`src/rtl/core_mem_pkg.sv`:
```
// Shared definitions for the core-to-memory arbiter: FSM encoding, core count
// and default bus widths.
package core_mem_pkg;

    localparam int N_CORES    = 4;
    localparam int IDX_W      = $clog2(N_CORES);
    localparam int DEF_DATA_W = 16;
    localparam int DEF_ADDR_W = 12;

    typedef enum logic [1:0] {
        IDLE   = 2'b00,
        ACCESS = 2'b01,
        RESP   = 2'b10
    } state_t;

endpackage

```
`src/rtl/core_mem_arbiter_rr_pick.sv`:
```
// Combinational round-robin picker: first eligible requester after last_grant,
// wrapping modulo the core count. Reusable by any shared-resource arbiter.
module rr_pick
    import core_mem_pkg::*;
(
    input  logic [N_CORES-1:0] elig,
    input  logic [IDX_W-1:0]   last_grant,
    output logic [IDX_W-1:0]   win,
    output logic               vld
);

    logic [IDX_W-1:0] idx;

    always_comb begin
        win = '0;
        vld = 1'b0;
        idx = '0;
        // Offset N_CORES wraps to last_grant itself, so it is the lowest priority.
        for (int i = 1; i <= N_CORES; i++) begin
            idx = last_grant + IDX_W'(i);
            if (!vld && elig[idx]) begin
                win = idx;
                vld = 1'b1;
            end
        end
    end

endmodule

```
`src/rtl/core_mem_arbiter.sv`:
```
// Round-robin arbiter sharing one synchronous single-port memory between up to
// four cores; each access is a fixed IDLE -> ACCESS -> RESP sequence.
module core_mem_arbiter
    import core_mem_pkg::*;
#(
    parameter int DATA_W = DEF_DATA_W,
    parameter int ADDR_W = DEF_ADDR_W
) (
    input  logic                      clk,
    input  logic                      rst,
    input  logic [N_CORES-1:0]        n_cores,
    input  logic [N_CORES-1:0]        core_req,
    input  logic [N_CORES-1:0]        core_wr,
    input  logic [N_CORES*ADDR_W-1:0] core_addr,
    input  logic [N_CORES*DATA_W-1:0] core_wdata,
    output logic [N_CORES-1:0]        core_ack,
    output logic [DATA_W-1:0]         core_rdata,
    output logic                      mem_en,
    output logic                      mem_wr,
    output logic [ADDR_W-1:0]         mem_addr,
    output logic [DATA_W-1:0]         mem_wdata,
    input  logic [DATA_W-1:0]         mem_rdata,
    output logic [1:0]                state
);

    state_t             st, st_next;
    logic [IDX_W-1:0]   grant;
    logic [IDX_W-1:0]   last_grant;
    logic [IDX_W-1:0]   win;
    logic               win_vld;
    logic [N_CORES-1:0] elig;

    // A core whose ack is on the wire this cycle must not be re-granted.
    assign elig  = core_req & n_cores & ~core_ack;
    assign state = st;

    rr_pick u_rr_pick (
        .elig       (elig),
        .last_grant (last_grant),
        .win        (win),
        .vld        (win_vld)
    );

    always_ff @(posedge clk or posedge rst) begin
        if (rst) begin
            st <= IDLE;
        end else begin
            st <= st_next;
        end
    end

    always_comb begin
        st_next = IDLE;
        case (st)
            IDLE:    st_next = win_vld ? ACCESS : IDLE;
            ACCESS:  st_next = RESP;
            RESP:    st_next = IDLE;
            default: st_next = IDLE;
        endcase
    end

    always_ff @(posedge clk or posedge rst) begin
        if (rst) begin
            mem_en     <= 1'b0;
            mem_wr     <= 1'b0;
            mem_addr   <= '0;
            mem_wdata  <= '0;
            core_ack   <= '0;
            core_rdata <= '0;
            grant      <= '0;
            last_grant <= IDX_W'(N_CORES - 1);
        end else begin
            mem_en   <= 1'b0;
            core_ack <= '0;
            case (st)
                IDLE: begin
                    if (win_vld) begin
                        mem_en    <= 1'b1;
                        mem_wr    <= core_wr[win];
                        mem_addr  <= core_addr[int'(win)*ADDR_W +: ADDR_W];
                        mem_wdata <= core_wdata[int'(win)*DATA_W +: DATA_W];
                        grant     <= win;
                    end
                end
                RESP: begin
                    core_rdata      <= mem_rdata;
                    core_ack[grant] <= 1'b1;
                    last_grant      <= grant;
                end
                default: ;
            endcase
        end
    end

endmodule

```
`config.mk`:
```
export PLATFORM = sky130hd
export DESIGN_NAME = core_mem_arbiter
export DESIGN_NICKNAME = d
export VERILOG_FILES = /design/src/rtl/core_mem_pkg.sv /design/src/rtl/core_mem_arbiter_rr_pick.sv /design/src/rtl/core_mem_arbiter.sv
export SDC_FILE = /design/constraint.sdc
export NUM_CORES = 1
export LEC_CHECK = 0
export BUFFER_PORTS_ARGS = -buffer_cell sky130_fd_sc_hd__buf_2
export CAP_MARGIN = 5
export CORE_MARGIN = 2
export CORE_UTILIZATION = 43
export CTS_BUF_LIST = sky130_fd_sc_hd__clkbuf_8 sky130_fd_sc_hd__clkbuf_16
export CTS_CLUSTER_DIAMETER = 50
export DETAILED_ROUTE_END_ITERATION = 7
export PLACE_DENSITY = 0.81
export SLEW_MARGIN = 10
export SYNTH_ARGS = -nofsm -noshare
export SYNTH_HDL_FRONTEND = slang
export SYNTH_HIERARCHICAL = 1
export SYNTH_SLANG_ARGS = --single-unit
```
`constraint.sdc`:
```
create_clock -name clk -period 2.4 [get_ports clk]
set_input_delay 0.72 -clock clk [delete_from_list [all_inputs] [get_ports clk]]
set_output_delay 0.72 -clock clk [all_outputs]
set_load 0.01 [all_outputs]
```
==> results by group, run 1 <==
Clocking
  – Post_cts resized: 0
  – CTS Hold Bufs: 0
  – Post-CTS Setup Bufs: 0
  – CTS tree: done
  – CTS Buf Count: 5
  – Worst skew pair latency: 0.30 ns
  – Bufs on Longest Clock Path: 2
  – Root buf cell: clkbuf_8
  – Clk pin slew, worst setup/hold paths: 0.10 ns
  – H-tree depth: 2
  – Clock Sinks: 56

Critical path
  – Worst EP required: 2.59 ns
  – Crit path DAT: 2.53 ns
  – Top fanout value on the critical path: 15
  – Critical path type: input pin to flip-flop
  – Path depth of the worst reg2reg path: 6
  – RR Startpoint: last_grant[1]
  – R2R Setup Slk: 0.20 ns
  – CP Capture Type: flip-flop
  – RR Endpoint: mem_addr[8]
  – Worst setup SP type: input pin

Placement
  – Detailed-placement wirelength estimate: 6280 microns
  – GPL Wtd Cong: 0.731
  – Placed Instance Area: 4230 sq um
  – Input/output buffers: 193

Drt
  – Router iterations before antenna repair: 4
  – Max layer used: met4
  – DR iter-0 viols: 54
  – Met3 routed WL: 556 microns
  – Routed Antenna Nets: 0
  – Wl on met1: 2800 microns
  – Total Wirelength: 7580 microns
  – Met2 routed WL: 4120 microns
  – DRC viols: 0
  – Via density: 5.15
  – Via count: 2,369
  – Post-DR wirelength/cell: 16.5 microns

Pwr
  – Maximum VDD drop: 0.442 mV
  – Static Leakage: 2.17 nW
  – Power per cell area: 1140 nW/um^2

Logic synthesis
  – Largest area contributor in the netlist: dfrtp_1
  – Syn_area_per_cell: 17.0 sq um
  – Area contributors post-synth: dfrtp_1 45%, mux4_2 22%, mux2_4 15%
  – Synthesis warning total: 6
  – Seq/Total Area, Yosys: 46.9%
  – Syn Nets: 318
  – Synthesized cell area: 2990 sq um
  – #FFs+latches synth: 56
  – Cell variety after synth: 25
  – Proportion of netlist area held by the largest area contributor: 45.2%
  – Gate Count Post-Synth: 176

STA
  – Fin Clk Skew: 0.00653 ns
  – Final min period: 2.33 ns
  – Hold Vio Cnt, Final: 0
  – Max-slew violation count: 0
  – Unrepaired setup endpoints after global routing: no
  – Worst Max-Slew Pin Slew: 0.455 ns
  – Slew HR: 69.6%
  – # setup viols final: 0
  – TNS Setup: 0 ns
  – Fmax: 0.428 GHz
  – Final period utilization: 97.3%

GRT
  – Global-route wire length before repair: 11,800 microns
  – Initial antenna violation count: 0
  – Vias in the first global route: 2,514
  – Largest net degree at the start of global routing: 39
  – Total GRT Usage: 20.4%
  – Grt ovf: 0

Finish
  – Diode count: 0
  – Most common cell after layout, fill and taps aside: buf_2
  – Finished Cell Area: 4340 sq um
  – Area delta synth->final: 44.9%
  – Commonest cells after routing, fill and taps aside: 192 x buf_2, 54 x dfrtp_1, 29 x mux4_2, 29 x mux2_4, 11 x mux2_2
  – Layout cells sized above 1: 77.9%
  – Final #Nets: 521

Floorplanning
  – Core footprint: 6760 sq um
  – Die Wd: 87.4 microns
  – Die Span Y: 87.4 microns
  – Initial core utilization: 44.3%
  – I/O pin total: 194
  – Site Rows: 30
  – DIE AREA: 7640 sq um

Hold path
  – HP Class: input pin to async pin

Status
  – Outcome: completed

Job
  – Number of max-cap violations: 0
[report_power, final]
| group | leakage [nW] | internal, mW | switching [mW] |
|---|---|---|---|
| sequential | 0.666 | 1.42 | 0.288 |
| combinational | 1.45 | 1.59 | 1.05 |
| clock | 0.0593 | 0.306 | 0.298 |
[per-stage QoR]
stage / setup slack, ns / hold WS, ns / utilization, % / std cells / total power [mW]
6_report: 0.0655 / 0.406 / 64.2 / 460 / 4.95
5_1_grt: 0.00194 / 0.429 / 64.2 / 460 / 5.32
4_1_cts: 0.0267 / 0.412 / 64.1 / 460 / 5.04
3_5_place_dp: -0.299 / 0.473 / 62.5 / 452 / 4.42
3_3_place_gp: -0.245 / 0.464 / 62.5 / 452 / 4.32
2_1_floorplan: -0.0149 / 0.460 / - / 176 / 3.45
[cell families (layout without fill, tap and decap cells)]
| logic type | count (synthesis) | in the layout | share of synthesized area (%) |
|---|---|---|---|
| buffers and inverters | 13 | 217 | 2.93 |
| AO/OA/AOI/OAI | 5 | 5 | 1.34 |
| flip-flops | 56 | 56 | 46.9 |
| multiplexers | 79 | 79 | 44.2 |
| AND/OR/NAND/NOR | 23 | 23 | 4.60 |
[Yosys cell counts]
cell type	number
nor3b_1	2
mux2_2	11
nor2_1	6
dfstp_2	2
clkbuf_1	3
and3b_1	2
and3_1	1
and2b_1	1
mux4_2	29
a31oi_1	1
inv_1	2
o221ai_2	1
nor3b_4	1
a21oi_2	1
nand2_1	5
nor2b_1	2
buf_4	4
mux2_1	9
mux2_4	29
mux2i_1	1
a21oi_1	2
nand2b_1	3
buf_2	1
buf_6	3
dfrtp_1	54
[worst max-delay path, stage by stage]
cell      delay [ns]
buf_2           0.13
nand2_8         0.05
nor2_4          0.11
and2b_1         0.17
a21oi_2         0.05
o221ai_4        0.27
buf_12          0.22
mux4_2          0.52
mux2_4          0.27
[final cells by class]
cell class	count	area (sq um)
Multi-Input combinational cell	107	1560
Timing Repair Buffer	207	1160
Clock inverter	3	38.8
Tap cell	80	100
Clock buffer	5	68.8
Fill cell	545	2420
Sequential cell	56	1400
Inverter	2	7.51
[worst max-delay path by stage]
stage | from | to | slack (ns) | cells after the start
2_1_floorplan | core_req[3] | mem_addr[10] | -0.01 | 8
3_3_place_gp | core_req[3] | mem_wdata[1] | -0.25 | 9
3_5_place_dp | core_req[3] | mem_wdata[9] | -0.30 | 9
4_1_cts | core_req[3] | mem_addr[8] | 0.03 | 9
5_1_grt | core_req[3] | mem_wdata[10] | 0.002 | 9
6_report | core_req[3] | mem_addr[8] | 0.07 | 9
[flip-flops by register name (all words and copies together) (netlist names)]
name,count
core_rdata,16
mem_wdata,16
mem_addr,12
core_ack,4
grant,2
last_grant,2
state,2
mem_en,1
mem_wr,1
[per-layer routing]
layer  vias up  track usage, %
met3         6            3.79
met2       120            37.5
met4         0            5.87
li1       1081               -
met1      1162            23.9
met5         -               0
Power figures use the tool's default switching activity.
==> run 2: changes to the inputs <==
CORE_UTILIZATION = 44   (was 43)
PLACE_DENSITY = 0.8   (was 0.81)
SYNTH_HIERARCHICAL = default   (was 1)
==> run 2 against run 1 <==
  * Clock skew barely moved
  * Synthesized area rose by 12%
  * Core utilization fell by 0.90 points
  * Largest power group unchanged
  * Highest routed layer unchanged
  * Largest cell class unchanged
  * Routed wire length rose by 30%
==> results by group, run 2 <==
Finish
  – Final #Nets: 678 (+30%)
  – Most common cell after layout, fill and taps aside: buf_2
  – Area delta synth->final: 38.4%
  – Register area: 1380 sq um (-1.8%)
  – Largest registers: core_rdata (16), mem_wdata (16), mem_addr (12)
  – Diode count: 0 (unchanged)
  – Finished Layout Cells: 636 (+38%)
  – Layout cells sized above 1: 47.7% (-30 points)
  – Finished Cell Area: 4640 sq um (+7.0%)
  – Filler Cell Count: 638 (+17%)
  – Commonest cells after routing, fill and taps aside: 193 x buf_2, 71 x a211oi_1, 53 x dfrtp_1
  – Multi-input gate area in the final layout: 1780 sq um (+14%)
  – Final core occ: 63.3% (-0.90 points)

GRT
  – Grt ovf: 0 (unchanged)
  – Global-route wire length before repair: 15,500 microns (+32%)
  – Vias in the first global route: 3,382 (+35%)
  – Total GRT Usage: 22.9% (+2.6 points)
  – Initial antenna violation count: 0 (unchanged)
  – Largest net degree at the start of global routing: 40 (+2.6%)

Clocking
  – Root buf cell: clkbuf_8
  – CTS tree: done
  – Post-CTS Setup Bufs: 0 (unchanged)
  – Clock Sinks: 55 (-1.8%)
  – Clk pin slew, worst setup/hold paths: 0.10 ns (about the same)
  – CTS Buf Count: 5 (unchanged)
  – Bufs on Longest Clock Path: 2 (unchanged)
  – Post_cts resized: 0 (unchanged)
  – CTS Hold Bufs: 0 (unchanged)
  – Worst skew pair latency: 0.31 ns (about the same)
  – H-tree depth: 2 (unchanged)

Logic synthesis
  – Synthesized cell area: 3350 sq um (+12%)
  – Number of synthesized flops with an enable pin: 0 (unchanged)
  – Gate Count Post-Synth: 343 (+95%)
  – Largest area contributor in the netlist: dfrtp_1
  – Synth top cells by count: 71 x a211oi_1, 53 x dfrtp_1, 51 x nand2_1, 45 x mux2i_1, 21 x clkbuf_1
  – Ys flop type: dfrtp_1
  – Count leader, synth: a211oi_1
  – Synthesis warning total: 0 (-6)
  – Syn_area_per_cell: 9.77 sq um (-43%)
  – Area contributors post-synth: dfrtp_1 40%, a211oi_1 16%, mux2i_1 13%
  – Proportion of netlist area held by the largest area contributor: 39.6% (-5.6 points)
  – Syn Nets: 485 (+53%)
  – #FFs+latches synth: 55 (-1.8%)
  – Seq/Total Area, Yosys: 41.1% (-5.8 points)
  – Cell variety after synth: 29 (+16%)
  – Ys async rst share: 100% (unchanged)

Pwr
  – Maximum VDD drop: 0.509 mV (+15%)
  – Design Power: 5.15 mW (+3.9%)
  – Power per cell area: 1110 nW/um^2 (-2.9%)
  – Static Leakage: 2.31 nW (+6.1%)

Placement
  – Input/output buffers: 193 (unchanged)
  – Post-Place Cells: 628 (+39%)
  – GPL Wtd Cong: 0.794 (+8.6%)
  – Detailed-placement wirelength estimate: 7730 microns (+23%)
  – Placed Instance Area: 4550 sq um (+7.6%)

Floorplanning
  – Initial core utilization: 45.7% (+1.4 points)
  – Die Span Y: 91.3 microns (+4.4%)
  – Die Wd: 91.3 microns (+4.4%)
  – Site Rows: 31 (+3.3%)
  – Core footprint: 7330 sq um (+8.5%)
  – I/O pin total: 194 (unchanged)
  – DIE AREA: 8330 sq um (+9.0%)

Status
  – Outcome: completed

STA
  – Hold Vio Cnt, Final: 0 (unchanged)
  – Slew HR: 70.4% (+0.82 points)
  – Fin Clk Skew: 0.00658 ns (+0.0000438 ns)
  – Fmax: 0.461 GHz (+7.7%)
  – # setup viols final: 0 (unchanged)
  – Final period utilization: 90.3% (-7.0 points)
  – Unrepaired setup endpoints after global routing: no
  – TNS Setup: 0 ns (unchanged)
  – Final min period: 2.17 ns (-0.167 ns)
  – Max-slew violation count: 0 (unchanged)
  – Worst Max-Slew Pin Slew: 0.443 ns (-0.0116 ns)

Drt
  – Routed Antenna Nets: 0 (unchanged)
  – Total Wirelength: 9850 microns (+30%)
  – DR iter-0 viols: 160 (+200%)
  – Router iterations before antenna repair: 4 (unchanged)
  – Via density: 5.40 (+4.9%)
  – DRC viols: 0 (unchanged)
  – Via count: 3,436 (+45%)
  – Post-DR wirelength/cell: 15.5 microns (-6.1%)

Critical path
  – Worst setup SP type: input pin
  – Crit path DAT: 2.38 ns (-0.15 ns)
  – Worst EP required: 2.61 ns (+0.02 ns)
  – CP Capture Type: flip-flop
  – Critical path type: input pin to flip-flop
  – Top fanout value on the critical path: 14 (-1)

Hold path
  – HP Class: input pin to async pin

Job
  – Number of max-cap violations: 0 (unchanged)
[run 2: cell types whose count changed after synthesis, moves of 18 or more]
cell,before,now
mux2i_1,1,45
a211oi_1,0,71
mux2_4,29,0
clkbuf_1,3,21
mux4_2,29,0
nand2_1,5,51
[run 2: stage by stage]
step	hold slack, ns	setup slack [ns]
2_1_floorplan	0.458	0.168
3_3_place_gp	0.479	0.0564
3_5_place_dp	0.486	-0.0850
4_1_cts	0.404	0.228
5_1_grt	0.429	0.101
6_report	0.397	0.233
[run 2: where the power goes]
part	switching (mW)	internal [mW]	total [mW]
Clock	0.319	0.210	0.528
Sequential	0.276	1.39	1.66
Combinational	1.59	1.36	2.96
Total	2.19	2.96	5.15
[run 2: area by class of cell]
type                       count  area share (%)
clock inverter                 3           0.512
tap                           99            2.67
timing repair buffer         218            25.9
inverter                      16            1.29
multi-input combinational    240            38.4
clock buffer                   5            1.48
sequential                    55            29.7
[run 2: cell families (layout without fill, tap and decap cells)]
logic type | after synthesis | count (layout) | share of synthesized area (%)
mux | 62 | 62 | 19.1
compound gates | 97 | 97 | 21.8
buf+inv | 48 | 242 | 6.72
flops | 55 | 55 | 41.1
simple gates | 81 | 81 | 11.2
[run 2: per-layer routing]
metal	part of all wire, %	global-route usage [%]	vias to the layer above
met3	6.4	3.82	12
met1	41	27.7	1611
met2	51	42.0	166
li1	-	-	1647
met4	1.3	6.06	0
met5	0	0	-
[run 2: worst paths after layout]
check | start | to | slack, ns | depth (start not counted)
worst max-delay path | core_req[0] | mem_wdata[2] | 0.23 | 8
worst min-delay path | rst | mem_addr[8] | 0.40 | 2
worst max register to register | core_ack[3] | mem_wdata[2] | 0.28 | 7
worst min register to register | state[1] | state[1] | 0.50 | 1
max in group asynchronous | rst | last_grant[1] | 1.40 | 3
min in group clk | state[1] | state[1] | 0.50 | 1
[run 2: critical path: stages]
cell and delay (ns):
buf_2 0.09, and3b_2 0.23, o221ai_1 0.39, buf_4 0.28, a21o_1 0.18, buf_12 0.14
a211oi_1 0.08, a211oi_1 0.26
